--- src/rtl/sync_r2w_level.sv ---
// Read-to-write Gray pointer synchroniser with registered write-side fill level and full flags.
// Optional Gray-sequence checking on the synchronised pointer: define SYNC_R2W_GRAY_CHECK_EN.
module sync_r2w_level #(
  parameter int unsigned ADDRSIZE     = 5,
  parameter int unsigned SYNC_STAGES  = 2,
  parameter int unsigned AFULL_THRESH = 28
) (
  input  logic                wclk,
  input  logic                wrst,
  input  logic [ADDRSIZE:0]   rptr,
  input  logic [ADDRSIZE:0]   wbin_next,
  output logic [ADDRSIZE:0]   wq_rptr,
  output logic [ADDRSIZE:0]   wq_rbin,
  output logic [ADDRSIZE:0]   wlevel,
  output logic                wfull,
  output logic                walmost_full,
  output logic                wq_valid,
  output logic                wgray_err
);

  localparam int unsigned PW    = ADDRSIZE + 1;
  localparam int unsigned DEPTH = 1 << ADDRSIZE;
  localparam int unsigned CW    = $clog2(SYNC_STAGES + 1);

  logic [PW-1:0] sync_q [SYNC_STAGES];
  logic [CW-1:0] warm_cnt;
  logic [PW-1:0] level_c;

  // Plain flop chain; nothing may sit between stages.
  always_ff @(posedge wclk) begin
    if (wrst) begin
      for (int unsigned i = 0; i < SYNC_STAGES; i++) sync_q[i] <= '0;
    end else begin
      sync_q[0] <= rptr;
      for (int unsigned i = 1; i < SYNC_STAGES; i++) sync_q[i] <= sync_q[i-1];
    end
  end

  assign wq_rptr = sync_q[SYNC_STAGES-1];

  // Each binary bit is the XOR of all Gray bits at or above it.
  always_comb begin
    wq_rbin = '0;
    for (int unsigned i = 0; i < PW; i++) wq_rbin[i] = ^(wq_rptr >> i);
  end

  // Modular subtraction absorbs pointer wrap; MSB-only difference yields DEPTH.
  assign level_c = wbin_next - wq_rbin;

  always_ff @(posedge wclk) begin
    if (wrst) begin
      wlevel       <= '0;
      wfull        <= 1'b0;
      walmost_full <= 1'b0;
    end else begin
      wlevel       <= level_c;
      wfull        <= (level_c == PW'(DEPTH));
      walmost_full <= (level_c >= PW'(AFULL_THRESH));
    end
  end

  // Warm-up: valid once every stage holds a value sampled after reset.
  always_ff @(posedge wclk) begin
    if (wrst) begin
      warm_cnt <= '0;
      wq_valid <= 1'b0;
    end else if (!wq_valid) begin
      warm_cnt <= warm_cnt + 1'b1;
      wq_valid <= (warm_cnt == CW'(SYNC_STAGES - 1));
    end
  end

`ifdef SYNC_R2W_GRAY_CHECK_EN
  logic [PW-1:0] gray_diff_c;

  // The value about to enter the last stage versus the one leaving it.
  assign gray_diff_c = sync_q[SYNC_STAGES-2] ^ wq_rptr;

  always_ff @(posedge wclk) begin
    if (wrst) begin
      wgray_err <= 1'b0;
    end else if (wq_valid && ((gray_diff_c & (gray_diff_c - PW'(1))) != '0)) begin
      wgray_err <= 1'b1;
    end
  end
`else
  assign wgray_err = 1'b0;
`endif

endmodule
--- config.mk ---
export PLATFORM = sky130hd
export DESIGN_NAME = sync_r2w_level
export DESIGN_NICKNAME = d
export VERILOG_FILES = /design/src/rtl/sync_r2w_level.sv
export SDC_FILE = /design/constraint.sdc
export NUM_CORES = 1
export LEC_CHECK = 0
export BUFFER_PORTS_ARGS = -buffer_cell sky130_fd_sc_hd__buf_4
export CORE_UTILIZATION = 43
export CTS_CLUSTER_DIAMETER = 80
export CTS_CLUSTER_SIZE = 10
export DETAILED_ROUTE_END_ITERATION = 8
export PLACE_DENSITY = 0.72
export SLEW_MARGIN = 30
export SYNTH_ARGS = -nofsm -noshare
export SYNTH_HDL_FRONTEND = slang
export SYNTH_SLANG_ARGS = --single-unit
--- constraint.sdc ---
create_clock -name wclk -period 2.5 [get_ports wclk]
set_clock_uncertainty 0.1 [all_clocks]
set_input_delay 0.25 -clock wclk [delete_from_list [all_inputs] [get_ports wclk]]
set_output_delay 0.25 -clock wclk [all_outputs]
set_load 0.03 [all_outputs]
# Word level (Yosys, flattened, before mapping)
# Memory sizes are Yosys's and may differ from the RTL's.
# Index checks and enable logic that the tools add are counted.
dict set report totals {
  reg_bits 11
  ram_bits 12
  input_bits 14
  out_inout_bits 22
  word_cells 25
  memories 1
}
dict set report classes {
  add_sub_neg 2
  n_lt_le_gt_ge 1
  eq_ne 2
  muxes 6
  bitwise 2
  n_reduce_logical 6
}
# memory depth width read_ports rd_clocked_by_memory_dff write_ports line
set mem_list {}
lappend mem_list {sync_q 2 6 2 0 2 25} ;# logic [PW-1:0] sync_q [SYNC_STAGES];
# op n
set op_table {}
lappend op_table {{6-bit XOR reduction} 6}
lappend op_table {{6-bit 2-to-1 mux} 2}
lappend op_table {{6-bit == test, second input constant} 1}
lappend op_table {{6-bit by 5-bit >= comparator with 1-bit output, second input constant} 1}
lappend op_table {{6-bit subtractor} 1}
lappend op_table {{1-bit 2-to-1 mux} 4}
lappend op_table {{2-bit by 1-bit adder with 2-bit output, second input constant} 1}
lappend op_table {{2-bit by 1-bit == test with 1-bit output, second input constant} 1}
lappend op_table {{1-bit bitwise OR} 2}

# Longest topological paths before layout
# Gate-level depths: netlist (run 1).
# An unclocked memory read counts as a cell.
dict set report depth {
  word_depth 4
  ltp_mapped 10
}

# Worst setup path before layout (run 1)
# Ideal clock, no wire load.
dict set report synth_path {
  path_type {register -> register}
  from {memory sync_q[0][11] (netlist bit)}
  to {register walmost_full}
  setup_time_ps 73
  t_arrival_ps 2908
  slack_ps -582
  stages_incl_launch_ff 11
  n_path_buf 0
  period_less_slack_ps 3082
  path_cell_list {dfxtp_1 xnor2_1 inv_2 xnor2_4 xnor2_1 ha_1 inv_1 fa_1 xnor2_1 or4_4 o211ai_2}
}
# item line
set synth_lines {}
lappend synth_lines {{start, declared} 25}
lappend synth_lines {{end signal, assigned} 58} ;# walmost_full <= (level_c >= PW'(AFULL_THRESH));
lappend synth_lines {{end, declared} 16} ;# output logic walmost_full,

==> results.md, run 1 <==
* Tcrit/Tclk final at 0.992
* DRT Pass-1 Iters at 2
* CP Buf/Inv Count at 3
* Drt drc at 0
* NetSw at 0.000383 W
* First-pass GRT wire length at 2980 um
* CTS tree: built
* Starting density of the core at 0.458
* RSZ-0062 raised after global routing: yes
* Finished Layout Cells at 174
* Fmax at between 400 and 500 MHz
* Final Max Slew Viols at 0
* Required @ worst endpoint at 2.65 ns
* Mapped cell area at 1020 um2
* Initial antenna violation count at 0
* Async set or reset register ratio after synthesis at 0
* Detailed-route via count at around 800
* Hpwl dp at 1430 um
* Crit path time final at between 2 and 2.5 ns
* Final Hold Vio Count at 0
* P per Cell Area at 711 nW/um2
* Commonest non-fill, non-tap cell in the layout: buf_4
* Final ANT Viol Nets at 0
* Register area at 464 um2
* Fraction of layout cells with a size suffix above 1 at 0.514
* EDFF count, synth at 0
* IO Count at 36
* Critical Path, Cell by Cell: xnor2_4 > inv_4 > xnor2_4 > buf_12 > xnor2_4 > ha_4 > inv_2 > fa_2 > xnor2_2 > or4_4 > o211ai_2
* Max Cap Violations at 0
* Routability cong. at 0.880
* CP Data Arrival Time at 2.63 ns
* CP max stage delay at 0.41 ns
* FF+latch count, synth at 23
* Unique masters post-synth at 27
* CTS H-Tree Depth at 1
* Worst vdd ir at between 0.5 and 0.6 mV
* Largest net degree at the start of global routing at 24
* Sequential fraction of the synthesis area at 0.450
* Run status: complete, no violations
* Num rows at 17
* Prevailing post-synth register cell: dfxtp_1
* Top cell family by delay on the critical path: XOR/XNOR gates
* Cells after Synth at 100
* Total die area at 2580 um2
* Core region area at 2230 um2
* Ys Warns at 0
* Comb pwr share at 0.441
* Drt first-iter violations at 5
* Num Clock Sinks at 23
* Die H at a little over 50 um
* Startpoint type of the worst setup path: flop
* Total CTS buffers at 3
* Multi-input gate area at 578 um2
* Global-route usage over all layers at 0.162
* Worst setup EP type: flop
* Worst-path fanout max at 4
* Die width at 50.8 um
* Vias in the first global route at slightly below 800
* Clk_lat worst skew at 0.31 ns
* Synthesized area per cell at 10.2 um2
* Most frequent cells in the layout: buf_4 (51), dfxtp_1 (20), nor2b_1 (13), nor2_1 (9), inv_1 (5)
* Root buf cell: clkbuf_4
* Worst setup path class: flop to flop
* Hold-fix buffers at CTS at 0
* Final #Nets at 168
* Fill count at between 150 and 200
* Switch share at 0.349
* CP most frequent cell: xnor2_4
* Clock Tree Buf Depth at 2
* WL/cell at 10.5 um
* Sequential Power Share at 0.402
* Slowest CP cell: or4_4
* Pint at slightly above 0.0007 W
* Post-Route WL at 1820 um
* Setup-failing EPs final at 0
* Dpl cells at 168
* Synthesized Nets at roughly 120
* Via density per instance at 4.59
* Static leakage at about 0.73 nW
* Hold Path Class: primary input to flop
* Antenna Cells at 0
* Area growth from synthesis to layout at 50.7%
* IO buf count at 34
* Clk slew on worst S/H paths at 0.13 ns
* Overflow after GRT at 0
* Minimum hold slack at 0.0490 ns
* Clock share of power at 0.157
-- final cells by class --
cell class / count / share of cell area
clock buffer: 3 / 0.0146
sequential: 23 / 0.301
clock inverter: 1 / 0.00487
tap: 28 / 0.0227
timing repair buffer: 52 / 0.261
inverter: 8 / 0.0211
multi-input combinational: 59 / 0.375
-- metrics by stage --
stage / worst slack, ns / cell area [um2] / power, W / util / setup TNS, ns
3_5_place_dp: -0.0641 / 1470 / 0.000919 / 0.657 / -0.0641
5_1_grt: -0.115 / 1540 / 0.00118 / 0.691 / -0.214
2_1_floorplan: -0.223 / 1110 / 0.000752 / - / -0.363
6_report: 0.0198 / 1540 / 0.00110 / 0.691 / 0
3_3_place_gp: -0.00618 / 1470 / 0.000907 / 0.657 / -0.00618
4_1_cts: -0.0400 / 1520 / 0.00110 / 0.682 / -0.0400
-- repair_timing --
item / 4_1_cts / 5_1_grt
endpoints found under the setup margin: 3 / 4
buffers inserted: 3 / 0
pin swaps: 5 / 3
gates resized for setup: 5 / 3
-- flip-flops by register name, indices dropped and copies added, names as in the netlist --
signal / cells
wfull: 1
wq_valid: 1
wlevel: 6
sync_q: 12
warm_cnt: 2
walmost_full: 1
-- cells by family after synthesis --
logic type               count (synthesis)  synth area share
adder cells (fa/ha/maj)                  7            0.0929
AO/OA/AOI/OAI                           11            0.0807
buffers and inverters                   18            0.0954
other                                    1           0.00366
AND/OR/NAND/NOR                         28             0.156
XOR/XNOR                                12             0.121
flip-flops                              23             0.450
-- layer usage --
layer / GRT usage / wire, um / up-vias
met5: 0 / 0 / -
met4: 0.0741 / 45 / 0
met3: 0.0545 / 102 / 7
met2: 0.311 / 1010 / 27
met1: 0.151 / 661 / 360
li1: - / - / 404
-- worst paths after layout --
check / depth (start not counted) / from / slack [ns] / endpoint
max reg2reg: 11 / sync_q[0][10] / 0.02 / walmost_full
min: 2 / rptr[5] / 0.05 / sync_q[0][5]
max: 11 / sync_q[0][10] / 0.02 / walmost_full
min reg2reg: 1 / sync_q[0][4] / 0.35 / sync_q[0][10]
-- power by group through the flow --
| stage | Combinational [W] | Sequential, W | Clock, W |
|---|---|---|---|
| after floorplan | 0.000246 | 0.000506 | 0 |
| after global placement | 0.000459 | 0.000448 | 0 |
| after detailed placement | 0.000470 | 0.000449 | 0 |
| after CTS | 0.000483 | 0.000441 | 0.000181 |
| after global routing | 0.000531 | 0.000449 | 0.000196 |
| final | 0.000484 | 0.000441 | 0.000172 |
-- cell usage after synthesis (all sizes together), types with 2 or more instances --
cell	n	area share
a21oi	3	0.015
buf	8	0.059
clkbuf	2	0.0073
dfxtp	23	0.45
ha	6	0.073
inv	8	0.029
nor2	9	0.033
nor2b	13	0.079
o2111ai	2	0.017
xnor2	7	0.078
xor2	5	0.043
(Power assumes the default switching activity.)
==> inputs of run 2 (changes only) <==
--- a/config.mk
+++ b/config.mk
@@ -6,6 +6,7 @@
 export NUM_CORES = 1
 export LEC_CHECK = 0
 export BUFFER_PORTS_ARGS = -buffer_cell sky130_fd_sc_hd__buf_4
+export CORE_MARGIN = 4
 export CORE_UTILIZATION = 43
 export CTS_CLUSTER_DIAMETER = 80
 export CTS_CLUSTER_SIZE = 10
==> results.md, run 2 (synthesis results as in run 1) <==
* Run status: finished, violations left (was complete, no violations)
* Failing checks: negative setup slack
* Detailed-route via count at 789 (was 798)
* Largest regs: sync_q: 12 flops, wlevel: 6 flops, warm_cnt: 2 flops (unchanged)
* Drt drc at 0 (unchanged)
* Minimum hold slack at 0.0333 ns (was 0.0490 ns)
* Die H at 56.8 um (was 50.8 um)
* Worst vdd ir at 0.551 mV (was 0.536 mV)
* Crit path time final at 2.52 ns (was 2.48 ns)
* Die width at 56.8 um (was 50.8 um)
* Clock share of power at 0.160 (was 0.157)
* Fin worst setup slack at -0.0187 ns (was 0.0198 ns)
* Required @ worst endpoint at 2.66 ns (was 2.65 ns)
* Core region area at 2230 um2 (unchanged)
* Num rows at 17 (unchanged)
* Final #Nets at 168 (unchanged)
* Num Clock Sinks at 23 (unchanged)
* Hold-fix buffers at CTS at 0 (unchanged)
* WL/cell at 11.5 um (was 10.5 um)
* Overall power at 0.00111 W (was 0.00110 W)
* Clk_lat worst skew at 0.31 ns (about the same)
* CTS H-Tree Depth at 1 (unchanged)
* Final ANT Viol Nets at 0 (unchanged)
* IO Count at 36 (unchanged)
* NetSw at 0.000396 W (was 0.000383 W)
* Startpoint type of the worst setup path: flop (unchanged)
* Initial antenna violation count at 0 (unchanged)
* Largest net degree at the start of global routing at 24 (unchanged)
* Final Hold Vio Count at 0 (unchanged)
* Total CTS buffers at 3 (unchanged)
* Static leakage at 0.730 nW (was 0.728 nW)
* Placement Setup Slack at -0.0383 ns (was -0.0641 ns)
* Pint at 0.000716 W (was 0.000714 W)
* Clock Tree Buf Depth at 2 (unchanged)
* Sequential Power Share at 0.396 (was 0.402)
* CP Data Arrival Time at 2.68 ns (was 2.63 ns)
* Overflow after GRT at 0 (unchanged)
* Fill count at 183 (was 185)
* Total die area at 3220 um2 (was 2580 um2)
* DRT Pass-1 Iters at 3 (was 2)
* First-pass GRT wire length at 3390 um (was 2980 um)
* Setup-failing EPs final at 1 (was 0)
* Hpwl dp at 1550 um (was 1430 um)
* Worst setup EP type: flop (unchanged)
* Most frequent cells in the layout: buf_4 (51), dfxtp_1 (21), nor2b_1 (13), nor2_1 (9), inv_1 (5) (was buf_4 (51), dfxtp_1 (20), nor2b_1 (13), nor2_1 (9), inv_1 (5))
* Via density per instance at 4.53 (was 4.59)
* Starting density of the core at 0.458 (unchanged)
* Setup TNS at -0.0187 ns (was 0 ns)
* Routability cong. at 0.715 (was 0.880)
* Max Cap Violations at 0 (unchanged)
* Area growth from synthesis to layout at 51.8% (was 50.7%)
* Root buf cell: clkbuf_4 (unchanged)
* Worst setup path class: flop to flop (unchanged)
* Antenna Cells at 0 (unchanged)
* Hold Path Class: primary input to flop (unchanged)
* Switch share at 0.356 (was 0.349)
* Final Max Slew Viols at 0 (unchanged)
* Post-Route WL at 2000 um (was 1820 um)
* Max reg flops at 12 (unchanged)
* Top reg by flops: sync_q (unchanged)
* Drt first-iter violations at 4 (was 5)
* Tcrit/Tclk final at 1.01 (was 0.992)
* CTS tree: built (unchanged)
* Global-route usage over all layers at 0.136 (was 0.162)
* IO buf count at 34 (unchanged)
* Commonest non-fill, non-tap cell in the layout: buf_4 (unchanged)
* Fmax at 397 MHz (was 403 MHz)
* Clk slew on worst S/H paths at 0.13 ns (about the same)
* Fraction of layout cells with a size suffix above 1 at 0.514 (unchanged)
* Worst-path fanout max at 3 (was 4)
* Vias in the first global route at 771 (was 781)
* RSZ-0062 raised after global routing: yes (unchanged)
* P per Cell Area at 715 nW/um2 (was 711 nW/um2)
* Comb pwr share at 0.443 (was 0.441)
## run 2: power groups by stage
stage | sequential, W | clock [W] | combinational [W]
after floorplan | 0.000506 | 0 | 0.000246
after global placement | 0.000448 | 0 | 0.000461
after detailed placement | 0.000450 | 0 | 0.000472
after CTS | 0.000441 | 0.000186 | 0.000483
after global routing | 0.000447 | 0.000199 | 0.000538
final | 0.000441 | 0.000178 | 0.000493
## run 2: per-stage QoR
step | utilization | std cells | instance area (um2)
after global routing | 0.696 | 174 | 1550
final | 0.696 | 174 | 1550
after CTS | 0.679 | 173 | 1520
after detailed placement | 0.657 | 168 | 1470
after floorplan | - | 100 | 1110
after global placement | 0.657 | 168 | 1470
## run 2: path summary, 6_finish.rpt
| kind | from | endpoint | slack (ns) | depth (start not counted) |
|---|---|---|---|---|
| setup / recovery | sync_q[0][11] | walmost_full | -0.02 | 11 |
| hold / removal | rptr[0] | sync_q[0][0] | 0.03 | 2 |
| setup reg to reg | sync_q[0][11] | walmost_full | -0.02 | 11 |
| hold reg to reg | sync_q[0][5] | sync_q[0][11] | 0.35 | 1 |
## run 2: what timing repair did
action / 4_1_cts / 5_1_grt
setup buffers: 2 / 1
pin swaps: 5 / 3
hold endpoints to repair: 0 / 0
gates resized for setup: 5 / 5
endpoints found under the setup margin: 1 / 4
## run 2: cell type report
type | count | area, um2 | share of cell area
clock inverter | 1 | 7.51 | 0.00483
timing repair buffer | 52 | 403 | 0.259
sequential | 23 | 468 | 0.301
inverter | 8 | 32.5 | 0.0209
multi-input combinational | 59 | 586 | 0.377
tap | 28 | 35.0 | 0.0225
clock buffer | 3 | 22.5 | 0.0145
## run 2: metal layers
metal,vias to the layer above,GRT usage,wire length (um)
li1,404,-,-
met1,355,0.136,731
met2,25,0.252,1090
met3,5,0.0552,150
met4,0,0.0397,25
met5,-,0,0
## run 2: critical path: stages (launching register included)
cell and delay, ns:
dfxtp_4 0.39, xnor2_4 0.19, inv_4 0.07, xnor2_4 0.13, buf_4 0.16, xnor2_4 0.16, inv_2 0.06, ha_4 0.27
nand3b_1 0.10, and3b_1 0.20, or4_4 0.48, o211ai_2 0.14
